## src/rtl/segment_sequencer.sv

```systemverilog
// Sequences 128-bit clock segments from the FIFO into the clock generator.
// Define SEQ_HARD_TRIG_EN to build the hard_trig port and ARM state.
module segment_sequencer #(
   parameter int SEG_W = 128,
   parameter int CNT_W = 16
) (
   input  logic             refclk,
   input  logic             rst_n,
   input  logic             start_soft,
   input  logic             abort,
   input  logic             use_hard_trig,
`ifdef SEQ_HARD_TRIG_EN
   input  logic             hard_trig,
`endif
   input  logic             retrigger,
   input  logic [SEG_W-1:0] fifo_dout,
   input  logic             fifo_empty,
   output logic             fifo_rd_en,
   output logic             fifo_rst,
   output logic [SEG_W-1:0] seg_data,
   output logic             seg_valid,
   input  logic             seg_done,
   output logic             gen_run,
   output logic [2:0]       state,
   output logic [CNT_W-1:0] seg_count,
   output logic             underrun,
   output logic             run_done
);

   typedef enum logic [2:0] {
      IDLE    = 3'd0,
      ARM     = 3'd1,
      FETCH   = 3'd2,
      LOAD    = 3'd3,
      RUN     = 3'd4,
      WAIT_RT = 3'd5,
      DONE    = 3'd6
   } st_t;

   st_t              st_q, st_d;
   logic [SEG_W-1:0] seg_d, sh_q, sh_d, nxt;
   logic             shv_q, shv_d;
   logic             pend_q, pend_d;
   logic             advp_q, advp_d;
   logic             rd_d, frst_d, sv_d, run_d, ur_d, rdone_d;
   logic [CNT_W-1:0] cnt_d;
   logic [2:0]       rt_s;
   logic             rt_rise, ht_rise, hard_go;
   logic             adv_req, take_sh, take_do, consume;

   assign state   = st_q;
   assign rt_rise = rt_s[1] & ~rt_s[2];

`ifdef SEQ_HARD_TRIG_EN
   logic [2:0] ht_s;

   always_ff @(posedge refclk or negedge rst_n) begin
      if (!rst_n) ht_s <= '0;
      else        ht_s <= {ht_s[1:0], hard_trig};
   end

   assign ht_rise = ht_s[1] & ~ht_s[2];
   assign hard_go = use_hard_trig;
`else
   logic unused_hard;
   assign unused_hard = use_hard_trig;
   assign ht_rise     = 1'b0;
   assign hard_go     = 1'b0;
`endif

   always_comb begin
      st_d    = st_q;
      seg_d   = seg_data;
      sh_d    = sh_q;
      shv_d   = shv_q;
      advp_d  = advp_q;
      pend_d  = 1'b0;
      rd_d    = 1'b0;
      frst_d  = 1'b0;
      rdone_d = 1'b0;
      sv_d    = seg_valid;
      run_d   = gen_run;
      ur_d    = underrun;
      cnt_d   = seg_count;
      adv_req = 1'b0;
      take_sh = 1'b0;
      take_do = 1'b0;
      consume = 1'b0;
      nxt     = '0;
      case (st_q)
         IDLE: begin
            if (start_soft && !fifo_empty) begin
               cnt_d  = '0;
               ur_d   = 1'b0;
               shv_d  = 1'b0;
               advp_d = 1'b0;
               if (hard_go) begin
                  st_d = ARM;
               end else begin
                  st_d = FETCH;
                  rd_d = 1'b1;
               end
            end
         end
         ARM: begin
            if (ht_rise) begin
               st_d = FETCH;
               rd_d = 1'b1;
            end
         end
         FETCH: st_d = LOAD;
         LOAD: begin
            seg_d = fifo_dout;
            run_d = 1'b1;
            sv_d  = (fifo_dout != '0);
            st_d  = (fifo_dout == '0) ? WAIT_RT : RUN;
            rd_d  = !fifo_empty;
         end
         RUN, WAIT_RT: begin
            // pend_q: the prefetch word is on fifo_dout this cycle
            pend_d = fifo_rd_en;
            if (pend_q && !advp_q) begin
               sh_d  = fifo_dout;
               shv_d = 1'b1;
            end
            if (st_q == RUN) adv_req = seg_done && seg_valid;
            else             adv_req = rt_rise;
            if (advp_q) begin
               take_sh = shv_q;
               take_do = !shv_q && pend_q;
            end else if (adv_req) begin
               if (shv_q) begin
                  take_sh = 1'b1;
               end else if (fifo_rd_en || pend_q || !fifo_empty) begin
                  ur_d   = 1'b1;
                  sv_d   = 1'b0;
                  advp_d = 1'b1;
               end else begin
                  st_d    = DONE;
                  sv_d    = 1'b0;
                  run_d   = 1'b0;
                  rdone_d = 1'b1;
                  frst_d  = 1'b1;
               end
            end
            consume = take_sh || take_do;
            if (consume) begin
               nxt    = take_sh ? sh_q : fifo_dout;
               seg_d  = nxt;
               shv_d  = 1'b0;
               advp_d = 1'b0;
               cnt_d  = seg_count + 1'b1;
               sv_d   = (nxt != '0);
               st_d   = (nxt == '0) ? WAIT_RT : RUN;
            end
            // refill as soon as the shadow is being emptied
            rd_d = !fifo_empty && !fifo_rd_en &&
                   (consume || (!shv_q && !pend_q));
         end
         DONE: st_d = IDLE;
         default: st_d = IDLE;
      endcase
      if (abort && st_q != IDLE) begin
         st_d    = IDLE;
         frst_d  = 1'b1;
         sv_d    = 1'b0;
         run_d   = 1'b0;
         shv_d   = 1'b0;
         pend_d  = 1'b0;
         advp_d  = 1'b0;
         rd_d    = 1'b0;
         rdone_d = 1'b0;
         seg_d   = seg_data;
         cnt_d   = seg_count;
         ur_d    = underrun;
      end
   end

   always_ff @(posedge refclk or negedge rst_n) begin
      if (!rst_n) begin
         st_q       <= IDLE;
         seg_data   <= '0;
         sh_q       <= '0;
         shv_q      <= 1'b0;
         pend_q     <= 1'b0;
         advp_q     <= 1'b0;
         fifo_rd_en <= 1'b0;
         fifo_rst   <= 1'b0;
         seg_valid  <= 1'b0;
         gen_run    <= 1'b0;
         seg_count  <= '0;
         underrun   <= 1'b0;
         run_done   <= 1'b0;
         rt_s       <= '0;
      end else begin
         st_q       <= st_d;
         seg_data   <= seg_d;
         sh_q       <= sh_d;
         shv_q      <= shv_d;
         pend_q     <= pend_d;
         advp_q     <= advp_d;
         fifo_rd_en <= rd_d;
         fifo_rst   <= frst_d;
         seg_valid  <= sv_d;
         gen_run    <= run_d;
         seg_count  <= cnt_d;
         underrun   <= ur_d;
         run_done   <= rdone_d;
         rt_s       <= {rt_s[1:0], retrigger};
      end
   end

endmodule

```

## config.mk

```make
export PLATFORM = sky130hd
export DESIGN_NAME = segment_sequencer
export DESIGN_NICKNAME = d
export VERILOG_FILES = /design/src/rtl/segment_sequencer.sv
export SDC_FILE = /design/constraint.sdc
export NUM_CORES = 1
export LEC_CHECK = 0
export CAP_MARGIN = 20
export CELL_PAD_IN_SITES_DETAIL_PLACEMENT = 0
export CELL_PAD_IN_SITES_GLOBAL_PLACEMENT = 1
export CORE_MARGIN = 3
export CORE_UTILIZATION = 43
export CTS_CLUSTER_DIAMETER = 200
export DETAILED_ROUTE_END_ITERATION = 7
export PLACE_DENSITY = 0.84
export REMOVE_ABC_BUFFERS = 1
export SYNTH_ARGS = -nofsm -noshare
export SYNTH_HDL_FRONTEND = slang
export SYNTH_SLANG_ARGS = --single-unit
```

## constraint.sdc

```tcl
create_clock -name refclk -period 6.2 [get_ports refclk]
set_input_delay 1.86 -clock refclk [delete_from_list [all_inputs] [get_ports refclk]]
set_output_delay 1.86 -clock refclk [all_outputs]
set_load 0.005 [all_outputs]
```

==> metrics.md <==
| Metric | Value |
|---|---|
| Status | complete, no violations |
| Peak Freq | about 250 MHz |
| I/O pin count | 289 |
| Via count | around 9500 |
| Std cell rows | between 60 and 70 |
| Die Y | approximately 180 um |
| Clock Sinks | approximately 290 |
| Period minus WS final | around 4.0 ns |
| Avg Cell Area, Syn | about 12 sq um |
| Cts hold-fix bufs | 0 |
| Max Root-Sink Buffers | 3 |
| Die extent in x | about 180 um |
| Synthesized instance count | 1098 |
| Layout area overhead | 29.9% |
| Worst-Margin Slew | 1.28 ns |
| Worst setup path startpoint | seg_done |
| Synthesized area | 13000 sq um |
| R2r startpoint | state[2] |
| Final non-filler cell area | 16900 sq um |
| Total track usage | ~22% |
| Hold EP | rt_s[1] |
| Main synth FF type | dfrtp_1 |
| Hold Crit Start | rt_s[0] |
| Pwr/cell area | between 300 and 400 nW/um^2 |
| RSZ-0062 raised after global routing | no |
| CP Class | in -> reg |
| Nets | between 1000 and 1500 |
| Largest net degree at the start of global routing | 257 |
| Die ar. | 32400 sq um |
| Core area | slightly below 30000 sq um |
| Synth Register Bits | 287 |
| Peak supply drop | roughly 0.00021 V |
| CP startpoint kind | primary input |
| CTS tree | done |
| CP Capture Type | register |
| Min-Delay Path Class | reg -> reg |
| WP data arrival | approximately 4.4 ns |
| Worst hold path depth | 0 |
| Final hold violation count | 0 |
| P_leak | 8.22 nW |
| Placed cell area | 16000 sq um |
| Final setup vio count | 0 |
| Slew Limit Headroom | 14.5% |
| Critical Path RT | 6.66 ns |
| Final WL | roughly 36000 um |
| Resized cells post-CTS | 0 |
| Netlist cell types | 50 |
| Vias in the first global route | 9552 |
| Clock-pin slew on the worst setup and hold paths | around 0.06 ns |
| Total grt overflow | 0 |
| Clock skew | just under 0.008 ns |
| Worst skew pair latency | about 0.55 ns |
| Vias per cell | ~5.4 |
| Synth warnings | 0 |
| Clock root cell | clkbuf_16 |
| Global-route wire length before repair | 56500 um |
| Number of synthesized flops with an enable pin | 0 |
| Reg2reg end | seg_data[63] |
| Detailed Routing Iterations Pass 1 | 5 |
| Post-DP HPWL | 25200 um |
| Input/output buffers | roughly 290 |
| Worst Path Max Fanout | about 260 |
| Initial Utilization | ~44% |
| Layout cells sized above 1 | between 10% and 20% |
| Max_cap viols | 0 |
| Number of remaining DRC errors | 0 |
| Post-synth ARST share | 100% |
| Final Core Density | between 50% and 60% |
| Placer Congestion | between 0.8 and 0.9 |
| Antenna-violating nets left | 0 |
| Number of CTS-inserted buffers | 31 |
| Reg2reg path depth | 7 |
| Flop2flop setup slack | ~2.9 ns |
| # Post-CTS Setup Buffers | 0 |
| Initial DRC count | ~620 |
| # H-tree levels | 1 |
| Crit share post-route | roughly 64% |
| DR WL/cell | 20.4 um |
| Slew Limit Fails | 0 |
| Initial antenna violation count | 2 |
| Post-synthesis sequential area ratio | 55.2% |
## power breakdown
part | leakage, nW | switching (W) | total (W) | internal (W)
Combinational | 4.10 | 0.000747 | 0.00185 | 0.00111
Sequential | 3.67 | 0.000291 | 0.00262 | 0.00233
Clock | 0.451 | 0.000726 | 0.00169 | 0.000959
## worst max-delay path by stage
stage	to	cells past startpoint
finish	seg_data[63]	8
global route	seg_data[75]	8
CTS	seg_valid	7
detailed placement	seg_valid	7
global placement	seg_valid	7
floorplan	sh_q[0]	3
## cell families after synthesis
logic type	count (synthesis)	synth area share (%)
mux	260	21.2
fa+ha+maj	1	0.0961
xor+xnor	14	0.942
flops	287	55.2
compound gates	166	7.23
buf+inv	70	4.11
simple gates	300	11.2
## per-layer routing
| layer | share of wire [%] | global-route usage [%] |
|---|---|---|
| met5 | 0 | 0 |
| met4 | 2.2 | 5.17 |
| met3 | 5.9 | 4.65 |
| met2 | 47 | 34.7 |
| met1 | 45 | 30.7 |
## Yosys cell counts (all sizes together), types with 2 or more instances
| cell | instances | share of area, % |
|---|---|---|
| dfrtp | 287 | 55 |
| nor2 | 161 | 4.6 |
| a21oi | 136 | 5.5 |
| mux2i | 131 | 10 |
| mux2 | 129 | 11 |
| nor4 | 66 | 3.3 |
| buf | 58 | 3.8 |
| nand4 | 22 | 1.1 |
| nand2 | 17 | 0.55 |
| xor2 | 12 | 0.81 |
| nand3 | 11 | 0.42 |
| o21ai | 9 | 0.37 |
| clkbuf | 7 | 0.20 |
| nor3 | 6 | 0.23 |
| inv | 5 | 0.14 |
| a31oi | 3 | 0.14 |
| nand2b | 3 | 0.14 |
| nor2b | 3 | 0.14 |
| nor3b | 3 | 0.26 |
| a21o | 2 | 0.12 |
| a22oi | 2 | 0.12 |
| and2 | 2 | 0.096 |
| and3 | 2 | 0.096 |
| o211ai | 2 | 0.12 |
| o2bb2ai | 2 | 0.13 |
| or4 | 2 | 0.14 |
| xnor2 | 2 | 0.13 |
## state kept, by name, indices dropped and copies added (netlist names)
name,flops
rt_s,3
run_done,1
sh_q,128
seg_data,128
pend_q,1
fifo_rd_en,1
gen_run,1
shv_q,1
state,3
advp_q,1
seg_count,16
seg_valid,1
fifo_rst,1
underrun,1
## cell usage in the layout, fill, tap and decap left out, types with 3 or more instances in the layout
cell type | Yosys | routed
nor3_1 | 6 | 6
mux2_2 | 129 | 129
clkinv_2 | 0 | 6
nand2b_1 | 3 | 3
a21oi_2 | 9 | 8
nor4_1 | 65 | 65
mux2i_1 | 131 | 131
buf_12 | 11 | 4
nand3_1 | 11 | 11
a21oi_1 | 127 | 127
nand4_1 | 22 | 22
clkdlybuf4s50_1 | 0 | 286
clkbuf_8 | 0 | 4
dfrtp_1 | 287 | 287
clkbuf_16 | 0 | 31
o21ai_0 | 8 | 8
xor2_1 | 12 | 12
nand2_1 | 16 | 16
inv_1 | 5 | 5
nor2_1 | 161 | 161
buf_4 | 0 | 4
clkbuf_1 | 7 | 10
nor2b_1 | 3 | 3
a31oi_1 | 3 | 3
## per-stage QoR
step | setup WS (ns) | hold WS, ns | TNS, ns | std cells | total power, W
2_1_floorplan | -5.17 | 0.331 | -875.24 | 1033 | 0.00325
3_3_place_gp | 1.69 | 0.340 | 0 | 1718 | 0.00449
3_5_place_dp | 1.63 | 0.350 | 0 | 1718 | 0.00453
4_1_cts | 2.22 | 0.387 | 0 | 1770 | 0.00624
5_1_grt | 2.10 | 0.398 | 0 | 1772 | 0.00651
6_report | 2.22 | 0.376 | 0 | 1772 | 0.00616
## critical path, stage by stage
cell             delay, ns
clkdlybuf4s50_1       0.46
nand2_1               0.08
mux2i_1               0.29
o211ai_1              0.18
a21oi_4               0.23
buf_12                0.63
nor2_1                0.15
a21oi_1               0.21
## area by class of cell
| type | instances | area (sq um) |
|---|---|---|
| clock inverter | 7 | 38.8 |
| multi-input combinational | 741 | 5320 |
| fill | 2525 | 12800 |
| timing repair buffer | 295 | 2990 |
| clock buffer | 45 | 868 |
| sequential | 287 | 7180 |
| tap | 390 | 488 |
| antenna | 2 | 5.00 |
| inverter | 5 | 18.8 |
Power figures use the tool's default switching activity.
